--- config.mk ---
export PLATFORM = sky130hd
export DESIGN_NAME = mem_arbiter
export DESIGN_NICKNAME = d
export VERILOG_FILES = /design/src/rtl/mem_arbiter_pkg.sv /design/src/rtl/mem_arbiter_wait.sv /design/src/rtl/mem_arbiter.sv
export SDC_FILE = /design/constraint.sdc
export NUM_CORES = 1
export LEC_CHECK = 0
export BUFFER_PORTS_ARGS = -buffer_cell sky130_fd_sc_hd__buf_2
export CORE_MARGIN = 1.5
export CORE_UTILIZATION = 35
export CTS_BUF_LIST = sky130_fd_sc_hd__clkbuf_16
export CTS_CLUSTER_DIAMETER = 60
export DETAILED_ROUTE_END_ITERATION = 10
export MAX_ROUTING_LAYER = met4
export PLACE_DENSITY = 0.66
export SLEW_MARGIN = 0
export SYNTH_ARGS = -nofsm -noshare
export SYNTH_HDL_FRONTEND = slang
export SYNTH_SLANG_ARGS = --single-unit
--- constraint.sdc ---
create_clock -name clk -period 3.4 [get_ports clk]
set_input_delay 0.17 -clock clk [delete_from_list [all_inputs] [get_ports clk]]
set_output_delay 0.17 -clock clk [all_outputs]
set_load 0.005 [all_outputs]
--- src/rtl/mem_arbiter_pkg.sv ---
// Shared types and default widths for the instruction/data memory arbiter.
package mem_arbiter_pkg;

    localparam int MEM_ADDR_W = 32;
    localparam int MEM_DATA_W = 32;

    // Arbiter FSM: idle, or holding one memory access for the D or I port.
    typedef enum logic [1:0] {
        ARB_IDLE   = 2'd0,
        ARB_BUSY_D = 2'd1,
        ARB_BUSY_I = 2'd2
    } arb_state_t;

endpackage

--- src/rtl/mem_arbiter_wait.sv ---
// Wait timer for an outstanding memory access.
// Counts cycles spent waiting for mem_ack. 'expired' flags the cycle in which
// the MAX_WAIT-th un-acked wait edge would occur, so the owner can abandon the
// access on that edge.
module mem_wait_timer
    import mem_arbiter_pkg::*;
#(
    parameter int MAX_WAIT = 16
) (
    input  logic clk,
    input  logic rst,
    input  logic clear,
    input  logic enable,
    output logic expired
);

    localparam int CNT_W = $clog2(MAX_WAIT + 1);

    logic [CNT_W-1:0] count_reg;

    // Wait counter: cleared while no access is pending, saturates at MAX_WAIT.
    always_ff @(posedge clk) begin
        if (!rst) begin
            count_reg <= '0;
        end else if (clear) begin
            count_reg <= '0;
        end else if (enable && (count_reg != CNT_W'(MAX_WAIT))) begin
            count_reg <= count_reg + 1'b1;
        end
    end

    assign expired = enable && (count_reg == CNT_W'(MAX_WAIT - 1));

endmodule

--- src/rtl/mem_arbiter.sv ---
// Arbiter sharing one single-ported memory between CPU fetch (I) and
// load/store (D). Data port has fixed priority. The CPU is stalled until every
// request raised for the current instruction has been served; read data is
// latched per port so it stays stable until the CPU advances.
module mem_arbiter
    import mem_arbiter_pkg::*;
#(
    parameter int ADDR_W   = MEM_ADDR_W,
    parameter int DATA_W   = MEM_DATA_W,
    parameter int MAX_WAIT = 16
) (
    input  logic                clk,
    input  logic                rst,
    input  logic                if_req,
    input  logic [ADDR_W-1:0]   if_addr,
    output logic [DATA_W-1:0]   if_rdata,
    input  logic                d_req,
    input  logic                d_we,
    input  logic [ADDR_W-1:0]   d_addr,
    input  logic [DATA_W-1:0]   d_wdata,
    input  logic [DATA_W/8-1:0] d_wmask,
    output logic [DATA_W-1:0]   d_rdata,
    output logic                mem_req,
    output logic                mem_we,
    output logic [ADDR_W-1:0]   mem_addr,
    output logic [DATA_W-1:0]   mem_wdata,
    output logic [DATA_W/8-1:0] mem_wmask,
    input  logic [DATA_W-1:0]   mem_rdata,
    input  logic                mem_ack,
    output logic                stall,
    output logic                bus_err
);

    arb_state_t          state_reg;
    logic                mem_req_reg;
    logic                mem_we_reg;
    logic [ADDR_W-1:0]   mem_addr_reg;
    logic [DATA_W-1:0]   mem_wdata_reg;
    logic [DATA_W/8-1:0] mem_wmask_reg;
    logic [DATA_W-1:0]   if_rdata_reg;
    logic [DATA_W-1:0]   d_rdata_reg;
    logic                if_srv_reg;
    logic                d_srv_reg;
    logic                bus_err_reg;

    logic busy;
    logic wait_expired;

    assign busy = (state_reg != ARB_IDLE);

    // A cycle counts as waiting only while busy and not being acknowledged.
    mem_wait_timer #(
        .MAX_WAIT (MAX_WAIT)
    ) u_wait (
        .clk     (clk),
        .rst     (rst),
        .clear   (!busy),
        .enable  (busy && !mem_ack),
        .expired (wait_expired)
    );

    // Stall while in reset or while any raised request is still unserved.
    always_comb begin
        stall = !rst || (if_req && !if_srv_reg) || (d_req && !d_srv_reg);
    end

    // Arbitration FSM, memory command registers, served flags and read latches.
    always_ff @(posedge clk) begin
        if (!rst) begin
            state_reg     <= ARB_IDLE;
            mem_req_reg   <= 1'b0;
            mem_we_reg    <= 1'b0;
            mem_addr_reg  <= '0;
            mem_wdata_reg <= '0;
            mem_wmask_reg <= '0;
            if_rdata_reg  <= '0;
            d_rdata_reg   <= '0;
            if_srv_reg    <= 1'b0;
            d_srv_reg     <= 1'b0;
            bus_err_reg   <= 1'b0;
        end else begin
            // CPU advances on any non-stall edge; a completion on the same
            // edge (flushed request) still sets its flag, assigned below.
            if (!stall) begin
                if_srv_reg <= 1'b0;
                d_srv_reg  <= 1'b0;
            end

            case (state_reg)
                ARB_IDLE: begin
                    if (d_req && !d_srv_reg) begin
                        mem_req_reg   <= 1'b1;
                        mem_we_reg    <= d_we;
                        mem_addr_reg  <= d_addr;
                        mem_wdata_reg <= d_wdata;
                        mem_wmask_reg <= d_wmask;
                        state_reg     <= ARB_BUSY_D;
                    end else if (if_req && !if_srv_reg) begin
                        mem_req_reg   <= 1'b1;
                        mem_we_reg    <= 1'b0;
                        mem_addr_reg  <= if_addr;
                        mem_wdata_reg <= '0;
                        mem_wmask_reg <= '0;
                        state_reg     <= ARB_BUSY_I;
                    end
                end

                ARB_BUSY_D: begin
                    if (mem_ack) begin
                        mem_req_reg <= 1'b0;
                        d_srv_reg   <= 1'b1;
                        if (!mem_we_reg) begin
                            d_rdata_reg <= mem_rdata;
                        end
                        state_reg   <= ARB_IDLE;
                    end else if (wait_expired) begin
                        bus_err_reg <= 1'b1;
                        mem_req_reg <= 1'b0;
                        d_srv_reg   <= 1'b1;
                        d_rdata_reg <= '0;
                        state_reg   <= ARB_IDLE;
                    end
                end

                ARB_BUSY_I: begin
                    if (mem_ack) begin
                        mem_req_reg  <= 1'b0;
                        if_srv_reg   <= 1'b1;
                        if_rdata_reg <= mem_rdata;
                        state_reg    <= ARB_IDLE;
                    end else if (wait_expired) begin
                        bus_err_reg  <= 1'b1;
                        mem_req_reg  <= 1'b0;
                        if_srv_reg   <= 1'b1;
                        if_rdata_reg <= '0;
                        state_reg    <= ARB_IDLE;
                    end
                end

                default: begin
                    mem_req_reg <= 1'b0;
                    state_reg   <= ARB_IDLE;
                end
            endcase
        end
    end

    assign mem_req   = mem_req_reg;
    assign mem_we    = mem_we_reg;
    assign mem_addr  = mem_addr_reg;
    assign mem_wdata = mem_wdata_reg;
    assign mem_wmask = mem_wmask_reg;
    assign if_rdata  = if_rdata_reg;
    assign d_rdata   = d_rdata_reg;
    assign bus_err   = bus_err_reg;

endmodule

; ---- Word-level counts from Yosys, hierarchy flattened
; Cells that the tools add are included.
[op_classes]
add_sub_neg = 1
eq_ne = 7
muxes = 30
bitwise_logic = 1
n_reduce_logical = 22
[op_table]
columns = operator, n
row1 = 32-bit 2-to-1 mux, 8
row2 = 1-bit 2-to-1 mux, 14
row3 = 2-bit 2-to-1 mux, 4
row4 = 4-bit 2-to-1 mux, 2
row5 = 2-bit AND reduction, 4
row6 = 3-bit AND reduction, 2
row7 = 2-bit nonzero test, 3
row8 = 5-bit by 1-bit adder with 5-bit output (second input constant), 1
row9 = 5-bit by 4-bit == test with 1-bit output (second input constant), 1
row10 = 1-bit logical AND, 5
row11 = 5-bit != test (second input constant), 1
row12 = 1-bit logical NOT, 4
row13 = 2-bit case mux with 2 select lines, 1
row14 = 3-bit by 1-bit != test with 1-bit output (second input constant), 1
row15 = 3-bit != test (second input constant), 1
row16 = 2-bit by 1-bit == test with 1-bit output (second input constant), 1
row17 = 2-bit == test (second input constant), 1
row18 = 2-bit logical NOT, 1
row19 = 1-bit logical OR, 2
row20 = 2-bit != test (second input constant), 1
row21 = 1-bit case mux with 2 select lines, 1
row22 = 2-bit OR reduction, 1
row23 = 1-bit NOT, 1
[totals]
ff_bits = 144
inputBits = 138
word_cells = 73

; ---- Depth between registers and ports, before layout
; Gate-level depths: netlist of run 1.
[logic_depth]
ltp_word = 8
ltp_mapped = 7
mapped_depth_nobuf = 6

; ---- Modules after synthesis
; A second synthesis of run 1 with hierarchy kept.
[unflattened]
hier_cells = 487
hier_area_um2 = 5406.4
[modules_own_cells]
columns = module, n_inst, cells_each, area_per_inst_um2, seq_area_each_um2
row1 = mem_arbiter, 1, 454, 5099.9, 2782.7
row2 = mem_wait_timer, 1, 33, 306.5, 100.1

; ---- Worst setup path before layout of run 1
; No wires, ideal clock.
[synth_path]
path_type = register to register
start = register u_wait.count_reg[0]
end = register d_rdata_reg[10] (netlist: d_rdata[10])
setup_time_ps = 61
arrival_ps = 1751
setup_slack_ps = 1588
stages_incl_launch_ff = 8
n_path_buf = 1
synth_period_minus_slack_ps = 1812
cell_sequence = dfxtp_1 ha_1 and3_1 ha_1 nor2b_1 a311oi_4 buf_6 a32o_1
[synth_via]
elab_chain_len = 4
[synth_rtl]
columns = item, line
row1 = from (decl), mem_arbiter_wait.sv:19  ; logic [CNT_W-1:0] count_reg;
row2 = from (signal assigned), mem_arbiter_wait.sv:28  ; count_reg <= count_reg + 1'b1;
row3 = 5-bit by 4-bit == test with 1-bit output, mem_arbiter_wait.sv:32  ; assign expired = enable && (count_reg == CNT_W'(MAX_WAIT - 1));
row4 = 1-bit logical AND, mem_arbiter_wait.sv:32
row5 = 2-bit nonzero test (no source line), --
row6 = 3-bit AND reduction (no source line), --
row7 = to (signal assigned), mem_arbiter.sv:113  ; d_rdata_reg <= mem_rdata;
row8 = to (decl), mem_arbiter.sv:41  ; logic [DATA_W-1:0] d_rdata_reg;
; Every way passes these cells.
; A chain may end at the register's enable or synchronous reset.

; ---- Worst setup path in the final report of run 1
[layout_path]
start = register u_wait.count_reg[0]
end = register d_rdata_reg[9] (netlist: d_rdata[9])
; The elaborated chain is that of the path after synthesis.

==> metrics.md, run 1 <==
| Metric | Value |
|---|---|
| Net count, final | 960 |
| Primary FF master, synth | sky130_fd_sc_hd__dfxtp_1 |
| Final clock period utilization by the worst path | 57.6% |
| Number of standard-cell rows in the floorplan | 45 |
| Mean cell area of the mapped netlist | 10.3 um^2 |
| Largest fanout on the critical path | 18 |
| Tot GR Track Use | 19.8% |
| H-tree depth | 4 |
| Buffers from clock root to sink, at most | 2 |
| Cell count after synthesis | 520 |
| Number of antenna violations at the first check in global routing | 1 |
| CORE AREA | 15100 um^2 |
| Status | finished, final reports clean |
| Number of iterations in the first detailed-routing pass | 4 |
| Filler cells | 1405 |
| Area of placed instances | 6820 um^2 |
| Total vias in the final route | 5243 |
| Slowest cell on the critical path | sky130_fd_sc_hd__dfxtp_1 |
| Shortest clock period the worst path allows after layout | 1.96 ns |
| Total die area | 16100 um^2 |
| Number of primary I/O pins | 274 |
| Synthesis Warnings | 0 |
| # DRC | 0 |
| Leading post-synthesis cells by cell area | sky130_fd_sc_hd__dfxtp_1 54%, sky130_fd_sc_hd__a32o_1 13%, sky130_fd_sc_hd__o22ai_1 7.5% |
| Final hold vios | 0 |
| Fraction of layout cells with a size suffix above 1 | 38.0% |
| Sequential-to-total area share from yosys stat | 53.8% |
| Pins Over Slew Limit | 0 |
| RSZ-0062 raised after global routing | false |
| CP max stage delay | 0.34 ns |
| CTS tree | yes |
| Global route overflow | 0 |
| Classification of the worst-slack hold path | input port to register |
| Most frequent CP cell | sky130_fd_sc_hd__ha_1 |
| Effective utilization at floorplan | 35.5% |
| Least-Margin Pin Slew | 0.729 ns |
| Worst clock skew | 0.00899 ns |
| Mapped Area | 5360 um^2 |
| TritonCTS buffer count | 17 |
| Clock network latency to the later pin of the worst-skew pair | 0.41 ns |
| Remaining antenna violation count after routing | 0 |
| Die Wd | 127 um |
| Ys async rst share | 0% |
| Power density over cell area | 574 nW/um^2 |
| Clock sinks | 144 |
| DRC marker count from the first detailed-route iteration | 316 |
| Cell breakdown of the critical path | ha_1 > and3_1 > ha_1 > nor2b_1 > a311oi_4 > buf_4 > a32o_1 |
| Worst-path clk slew | 0.06 ns |
| Req. time, crit path | 3.75 ns |
| Vias in the first global route | 5049 |
| Post-synth top area share | 53.8% |
| Setup violation total in the final timing report | 0 |
| Number of synthesized register bits | 144 |
| Reported max-cap violation count | 0 |
| Worst ir drop on vdd | 0.433 mV |
| Final standard cell area without fillers | 7870 um^2 |
| Die Y | 127 um |
| Largest area contributor in the synthesized netlist | sky130_fd_sc_hd__dfxtp_1 |
| Placed wire-length estimate after detailed placement | 10.1 mm |
| Worst Setup Start Kind | register |
| Slew headroom | 51.3% |
| List of most frequent post-synthesis cells | 144 x sky130_fd_sc_hd__dfxtp_1, 100 x sky130_fd_sc_hd__nand2_1, 69 x sky130_fd_sc_hd__a32o_1 |
| Layout overhead on the synthesized area | 46.8% |
| Wire length of the first global-routing pass | 24.8 mm |
| Root buffer selected by CTS | sky130_fd_sc_hd__clkbuf_16 |
| Placer congestion estimate | 0.773 |
| Net count of the mapped netlist | 664 |
| Sum Neg Setup Slack | 0 ns |
| FMAX | 511 MHz |
| Cell with the most instances after synthesis | sky130_fd_sc_hd__dfxtp_1 |
| Number of distinct library cell variants in the gate-level netlist after synthesis | 38 |
| Combined buffer and inverter count along the critical path | 1 |
| Setup CP Type | register to register |
| Total wirelength of the detailed-routed design | 15.5 mm |
| Maximum number of pins on one net before global-route repair | 128 |
| Crit end category | register |
| Count of input and output buffers | 273 |
| WL/cell | 15.3 um |
| CP Data Arrival Time | 2.30 ns |
| Number of flops mapped to enable cells by yosys | 0 |
| Leakage | 3.70 nW |
| Gate family responsible for the most delay along the worst path | compound AO/OA/AOI/OAI gates |
| Via count normalized by instance count | 5.15 |
-- where the power goes --
| part | switching (mW) | internal, mW |
|---|---|---|
| clock | 0.685 | 1.21 |
| combinational | 0.383 | 0.337 |
| sequential | 0.0677 | 1.83 |
-- cell usage in the layout, fill, tap and decap left out, types with 3 or more instances in the layout --
cell and n:
sky130_fd_sc_hd__nand2_1 100, sky130_fd_sc_hd__mux2i_1 32, sky130_fd_sc_hd__nor2b_1 5, sky130_fd_sc_hd__dfxtp_1 144
sky130_fd_sc_hd__a21oi_1 5, sky130_fd_sc_hd__nor2_1 3, sky130_fd_sc_hd__clkbuf_16 17, sky130_fd_sc_hd__ha_1 6
sky130_fd_sc_hd__dlygate4sd3_1 44, sky130_fd_sc_hd__bufinv_16 4, sky130_fd_sc_hd__buf_4 11, sky130_fd_sc_hd__buf_2 272
sky130_fd_sc_hd__inv_1 11, sky130_fd_sc_hd__o22ai_1 64, sky130_fd_sc_hd__a32o_1 69, sky130_fd_sc_hd__nand2b_1 3
-- path summary, 6_finish.rpt --
kind	depth (start not counted)	slack, ns	to	from
setup / recovery	7	1.44	d_rdata[9]	u_wait.count_reg[0]
hold / removal	2	0.02	d_rdata[14]	mem_rdata[14]
setup reg to reg	7	1.44	d_rdata[9]	u_wait.count_reg[0]
hold reg to reg	1	0.46	d_rdata[5]	d_rdata[5]
-- layout make-up --
| cell class | count | area [um^2] | area share, % |
|---|---|---|---|
| Clock inverter | 15 | 178 | 2.26 |
| Antenna cell | 1 | 2.50 | 0.0318 |
| Inverter | 7 | 26.3 | 0.334 |
| Timing Repair Buffer | 328 | 1900 | 24.2 |
| Tap cell | 188 | 235 | 2.99 |
| Clock buffer | 17 | 425 | 5.41 |
| Multi-Input combinational cell | 318 | 2210 | 28.1 |
| Sequential cell | 144 | 2880 | 36.7 |
-- through the flow --
| step | hold slack, ns | total power [mW] | util [%] | cells | setup slack [ns] |
|---|---|---|---|---|---|
| after detailed placement | 0.384 | 2.61 | 45.2 | 941 | 1.45 |
| after global routing | 0.00599 | 4.71 | 52.1 | 1018 | 1.32 |
| after CTS | 0.000257 | 4.56 | 52.0 | 1016 | 1.43 |
| after global placement | 0.378 | 2.60 | 45.2 | 941 | 1.48 |
| after floorplan | 0.296 | 2.31 | - | 520 | 1.59 |
| final | 0.0201 | 4.51 | 52.1 | 1018 | 1.44 |
-- kinds of logic (layout without fill, tap and decap cells) --
family / after synthesis / in the layout / synth area share [%]
adder cells (fa/ha/maj): 6 / 6 / 1.40
AND/OR/NAND/NOR: 125 / 125 / 10.0
buffers and inverters: 58 / 367 / 5.11
multiplexers: 32 / 32 / 5.98
other: 0 / 1 / 0
flip-flops: 144 / 144 / 53.8
AO/OA/AOI/OAI: 154 / 154 / 23.5
XOR/XNOR: 1 / 1 / 0.164
-- metal layers --
metal / track usage (%) / vias to the layer above / wire (um)
li1: - / 2551 / -
met1: 23.1 / 2482 / 6760
met2: 32.4 / 181 / 7540
met3: 4.85 / 29 / 831
met4: 8.62 / 0 / 403
met5: - / - / 0
-- what timing repair did --
action,CTS,global route
resized for setup,0,0
setup buffers,0,0
hold endpoints to repair,43,1
hold buffers,43,1
Note: power is estimated with default switching activity, not from simulation.
==> run 2: changes to the inputs <==
--- a/config.mk
+++ b/config.mk
@@ -5,6 +5,7 @@
 export SDC_FILE = /design/constraint.sdc
 export NUM_CORES = 1
 export LEC_CHECK = 0
+export ABC_AREA = 1
 export BUFFER_PORTS_ARGS = -buffer_cell sky130_fd_sc_hd__buf_2
 export CORE_MARGIN = 1.5
 export CORE_UTILIZATION = 35
@@ -12,7 +13,7 @@
 export CTS_CLUSTER_DIAMETER = 60
 export DETAILED_ROUTE_END_ITERATION = 10
 export MAX_ROUTING_LAYER = met4
-export PLACE_DENSITY = 0.66
+export PLACE_DENSITY = 0.67
 export SLEW_MARGIN = 0
 export SYNTH_ARGS = -nofsm -noshare
 export SYNTH_HDL_FRONTEND = slang
==> constraint.sdc (replaced) <==
create_clock -name clk -period 1.7 [get_ports clk]
set_input_delay 0.085 -clock clk [delete_from_list [all_inputs] [get_ports clk]]
set_output_delay 0.085 -clock clk [all_outputs]
set_load 0.005 [all_outputs]
==> run 2 against run 1 <==
  * The run now ends with negative setup slack left
  * Sequential power increased by 100%
  * Largest cell class unchanged
  * Worst setup slack got worse by 1.4 ns
  * First-iteration DRC count increased by 2.8%
  * Clock skew increased by 0.0015 ns
  * Power increased by 110%
==> metrics.md, run 2 <==
| Metric | Value |
|---|---|
| # DRC | 0 |
| FMAX | 587 MHz |
| Mapped Area | 6160 um^2 |
| Pins Over Slew Limit | 0 |
| Comb power frac | 23.3% |
| Count of input and output buffers | 273 |
| Tot GR Track Use | 21.6% |
| Number of standard cells in the final layout excluding fillers | 1492 |
| Vias in the first global route | 6367 |
| Placer congestion estimate | 0.794 |
| Commonest non-fill, non-tap cells in the layout | 318 x sky130_fd_sc_hd__nand2_1, 273 x sky130_fd_sc_hd__buf_2, 142 x sky130_fd_sc_hd__dfxtp_1 |
| CP max stage delay | 0.35 ns |
| Synthesis Warnings | 0 |
| Setup CP Type | register to register |
| Remaining antenna violation count after routing | 0 |
| Buffers from clock root to sink, at most | 2 |
| Total chip power | 9.65 mW |
| Least-Margin Pin Slew | 0.510 ns |
| Total die area | 18400 um^2 |
| Number of cells after detailed placement | 1373 |
| CP Data Arrival Time | 2.04 ns |
| Setup violation total in the final timing report | 2 |
| Status | finished with violations |
| Fraction of layout cells with a size suffix above 1 | 29.9% |
| Combined buffer and inverter count along the critical path | 2 |
| Crit end category | register |
| P_int | 6.84 mW |
| Number of flops mapped to enable cells by yosys | 0 |
| Number of primary I/O pins | 274 |
| Main combinational cell family by area after synthesis | simple AND/OR/NAND/NOR gates |
| Share of synthesized cell area in and, or, nand and nor gates | 30.6% |
| Post-synth top area share | 46.8% |
| CTS tree | yes |
| List of most frequent post-synthesis cells | 333 x sky130_fd_sc_hd__nand2_1, 144 x sky130_fd_sc_hd__dfxtp_1, 109 x sky130_fd_sc_hd__a21oi_1 |
| Worst-case hold slack | 0.00675 ns |
| Number of standard-cell rows in the floorplan | 48 |
| Largest fanout on the critical path | 6 |
| Leading post-synthesis cells by cell area | sky130_fd_sc_hd__dfxtp_1 47%, sky130_fd_sc_hd__nand2_1 20%, sky130_fd_sc_hd__a21oi_1 8.9% |
| CORE AREA | 17200 um^2 |
| Effective utilization at floorplan | 35.7% |
| Cell count after synthesis | 908 |
| RSZ-0062 raised after global routing | true |
| Shortest clock period the worst path allows after layout | 1.70 ns |
| Ys async rst share | 0% |
| Adder-cell area share of the yosys netlist | 1.22% |
| Classification of the worst-slack hold path | input port to register |
| Mean cell area of the mapped netlist | 6.78 um^2 |
| DRC marker count from the first detailed-route iteration | 325 |
| Clk pwr share | 36.4% |
| Die Wd | 136 um |
| Sequential-to-total area share from yosys stat | 46.8% |
| Final hold vios | 0 |
| Reported max-cap violation count | 0 |
| Layout overhead on the synthesized area | 53.6% |
| Worst clock skew | 0.0105 ns |
| Largest area contributor in the synthesized netlist | sky130_fd_sc_hd__dfxtp_1 |
| Number of synthesized register bits | 144 |
| Net switching component of the power | 2.81 mW |
| Number of iterations in the first detailed-routing pass | 4 |
| Cell with the most instances after synthesis | sky130_fd_sc_hd__nand2_1 |
| Net count, final | 1398 |
| Filler cells | 1613 |
| Req. time, crit path | 2.04 ns |
| Part of the power in registers | 40.3% |
| Sw Ratio | 29.1% |
| WL/cell | 13.7 um |
| Clock network latency to the later pin of the worst-skew pair | 0.41 ns |
| Xor and xnor area share after synthesis | 0.142% |
| Leakage | 4.78 nW |
| Slew headroom | 66.0% |
| Maximum number of pins on one net before global-route repair | 58 |
| Worst Setup Start Kind | register |
| Most frequent CP cell | sky130_fd_sc_hd__nand2_2 |
| Total wirelength of the detailed-routed design | 20.4 mm |
| Total vias in the final route | 6893 |
| H-tree depth | 4 |
| Root buffer selected by CTS | sky130_fd_sc_hd__clkbuf_16 |
| Gate family responsible for the most delay along the worst path | simple AND/OR/NAND/NOR gates |
| Sum Neg Setup Slack | -0.00427 ns |
| Worst ir drop on vdd | 0.735 mV |
| Number of distinct library cell variants in the gate-level netlist after synthesis | 23 |
| Net count of the mapped netlist | 1052 |
| Min setup slack post-route | -0.00378 ns |
| Primary FF master, synth | sky130_fd_sc_hd__dfxtp_1 |
| Violations in the final reports | negative setup slack |
| Wire length of the first global-routing pass | 30.6 mm |
| Number of antenna violations at the first check in global routing | 1 |
| Global route overflow | 0 |
| Place WS | 0.0216 ns |
| Clock sinks | 144 |
| Slowest cell on the critical path | sky130_fd_sc_hd__dfxtp_2 |
| Via count normalized by instance count | 4.62 |
| Placed wire-length estimate after detailed placement | 13.1 mm |
| Final clock period utilization by the worst path | 100% |
| TritonCTS buffer count | 17 |
| Mux cell area share after synthesis | 0% |
| Power density over cell area | 1020 nW/um^2 |
| Worst-path clk slew | 0.06 ns |
| Cell breakdown of the critical path | ha_4 > nand2_2 > nor2_2 > ha_2 > inv_2 > o21bai_4 > nand3_4 > clkbuf_16 > nand2_2 > nand2_1 > nor2_1 |
| Share of the synthesized area in compound gates (AO/OA/AOI/OAI) | 11.8% |
| Die Y | 136 um |
| Leading cell type in the layout, fill and taps excluded | sky130_fd_sc_hd__nand2_1 |
-- run 2: kinds of logic (layout without fill, tap and decap cells) --
family	Yosys count	after routing
buffers and inverters	140	498
AO/OA/AOI/OAI	144	144
other	0	1
adder cells (fa/ha/maj)	6	6
XOR/XNOR	1	1
flip-flops	144	144
AND/OR/NAND/NOR	473	473
-- run 2: worst register-to-register path: cells and delay by family (launching register included) --
family | cells | cell delay (ns)
AND/OR/NAND/NOR | 6 | 0.51
flip-flops | 1 | 0.35
adder cells (fa/ha/maj) | 2 | 0.33
buffers and inverters | 2 | 0.27
AO/OA/AOI/OAI | 1 | 0.16
-- run 2: repair_timing --
item | CTS | global route
setup buffers | 0 | 4
hold buffers | 77 | 0
setup endpoints to repair | 0 | 66
resized for setup | 0 | 51
hold endpoints to repair | 74 | 0
-- run 2: cell type report --
class	count	area [um^2]	share of cell area [%]
antenna	1	2.50	0.0264
clock buffer	17	425	4.50
clock inverter	14	123	1.30
inverter	79	297	3.13
multi-input combinational	624	2840	30.0
sequential	144	2890	30.5
tap	225	282	2.98
timing repair buffer	388	2610	27.6
-- run 2: path summary, 6_finish.rpt --
path	cells after the start	startpoint	end	slack [ns]
worst max-delay path	11	u_wait.count_reg[1]	d_rdata[2]	-0.004
worst min-delay path	5	mem_rdata[1]	d_rdata[1]	0.007
worst max register to register	11	u_wait.count_reg[1]	d_rdata[2]	-0.004
worst min register to register	2	if_rdata[16]	if_rdata[16]	0.46
-- run 2: power by group through the flow --
stage / Combinational (mW) / Clock, mW / Sequential [mW]
CTS: 2.12 / 3.60 / 3.88
global placement: 1.96 / 0 / 3.94
global route: 2.49 / 3.75 / 3.92
detailed placement: 1.98 / 0 / 3.94
floorplan: 1.08 / 0 / 3.97
finish: 2.25 / 3.51 / 3.88
-- run 2: stage by stage --
step / area, um^2 / utilization (%)
floorplan: 6160 / -
detailed placement: 7830 / 45.4
global placement: 7830 / 45.4
CTS: 9150 / 53.1
global route: 9460 / 54.9
finish: 9460 / 54.9
-- run 2: metal layers --
metal | up-vias | GRT usage (%) | share of wire (%)
li1 | 3519 | - | -
met1 | 3103 | 25.7 | 43
met2 | 240 | 35.3 | 49
met3 | 31 | 5.20 | 6.1
met4 | 0 | 7.89 | 2.3
met5 | - | - | 0
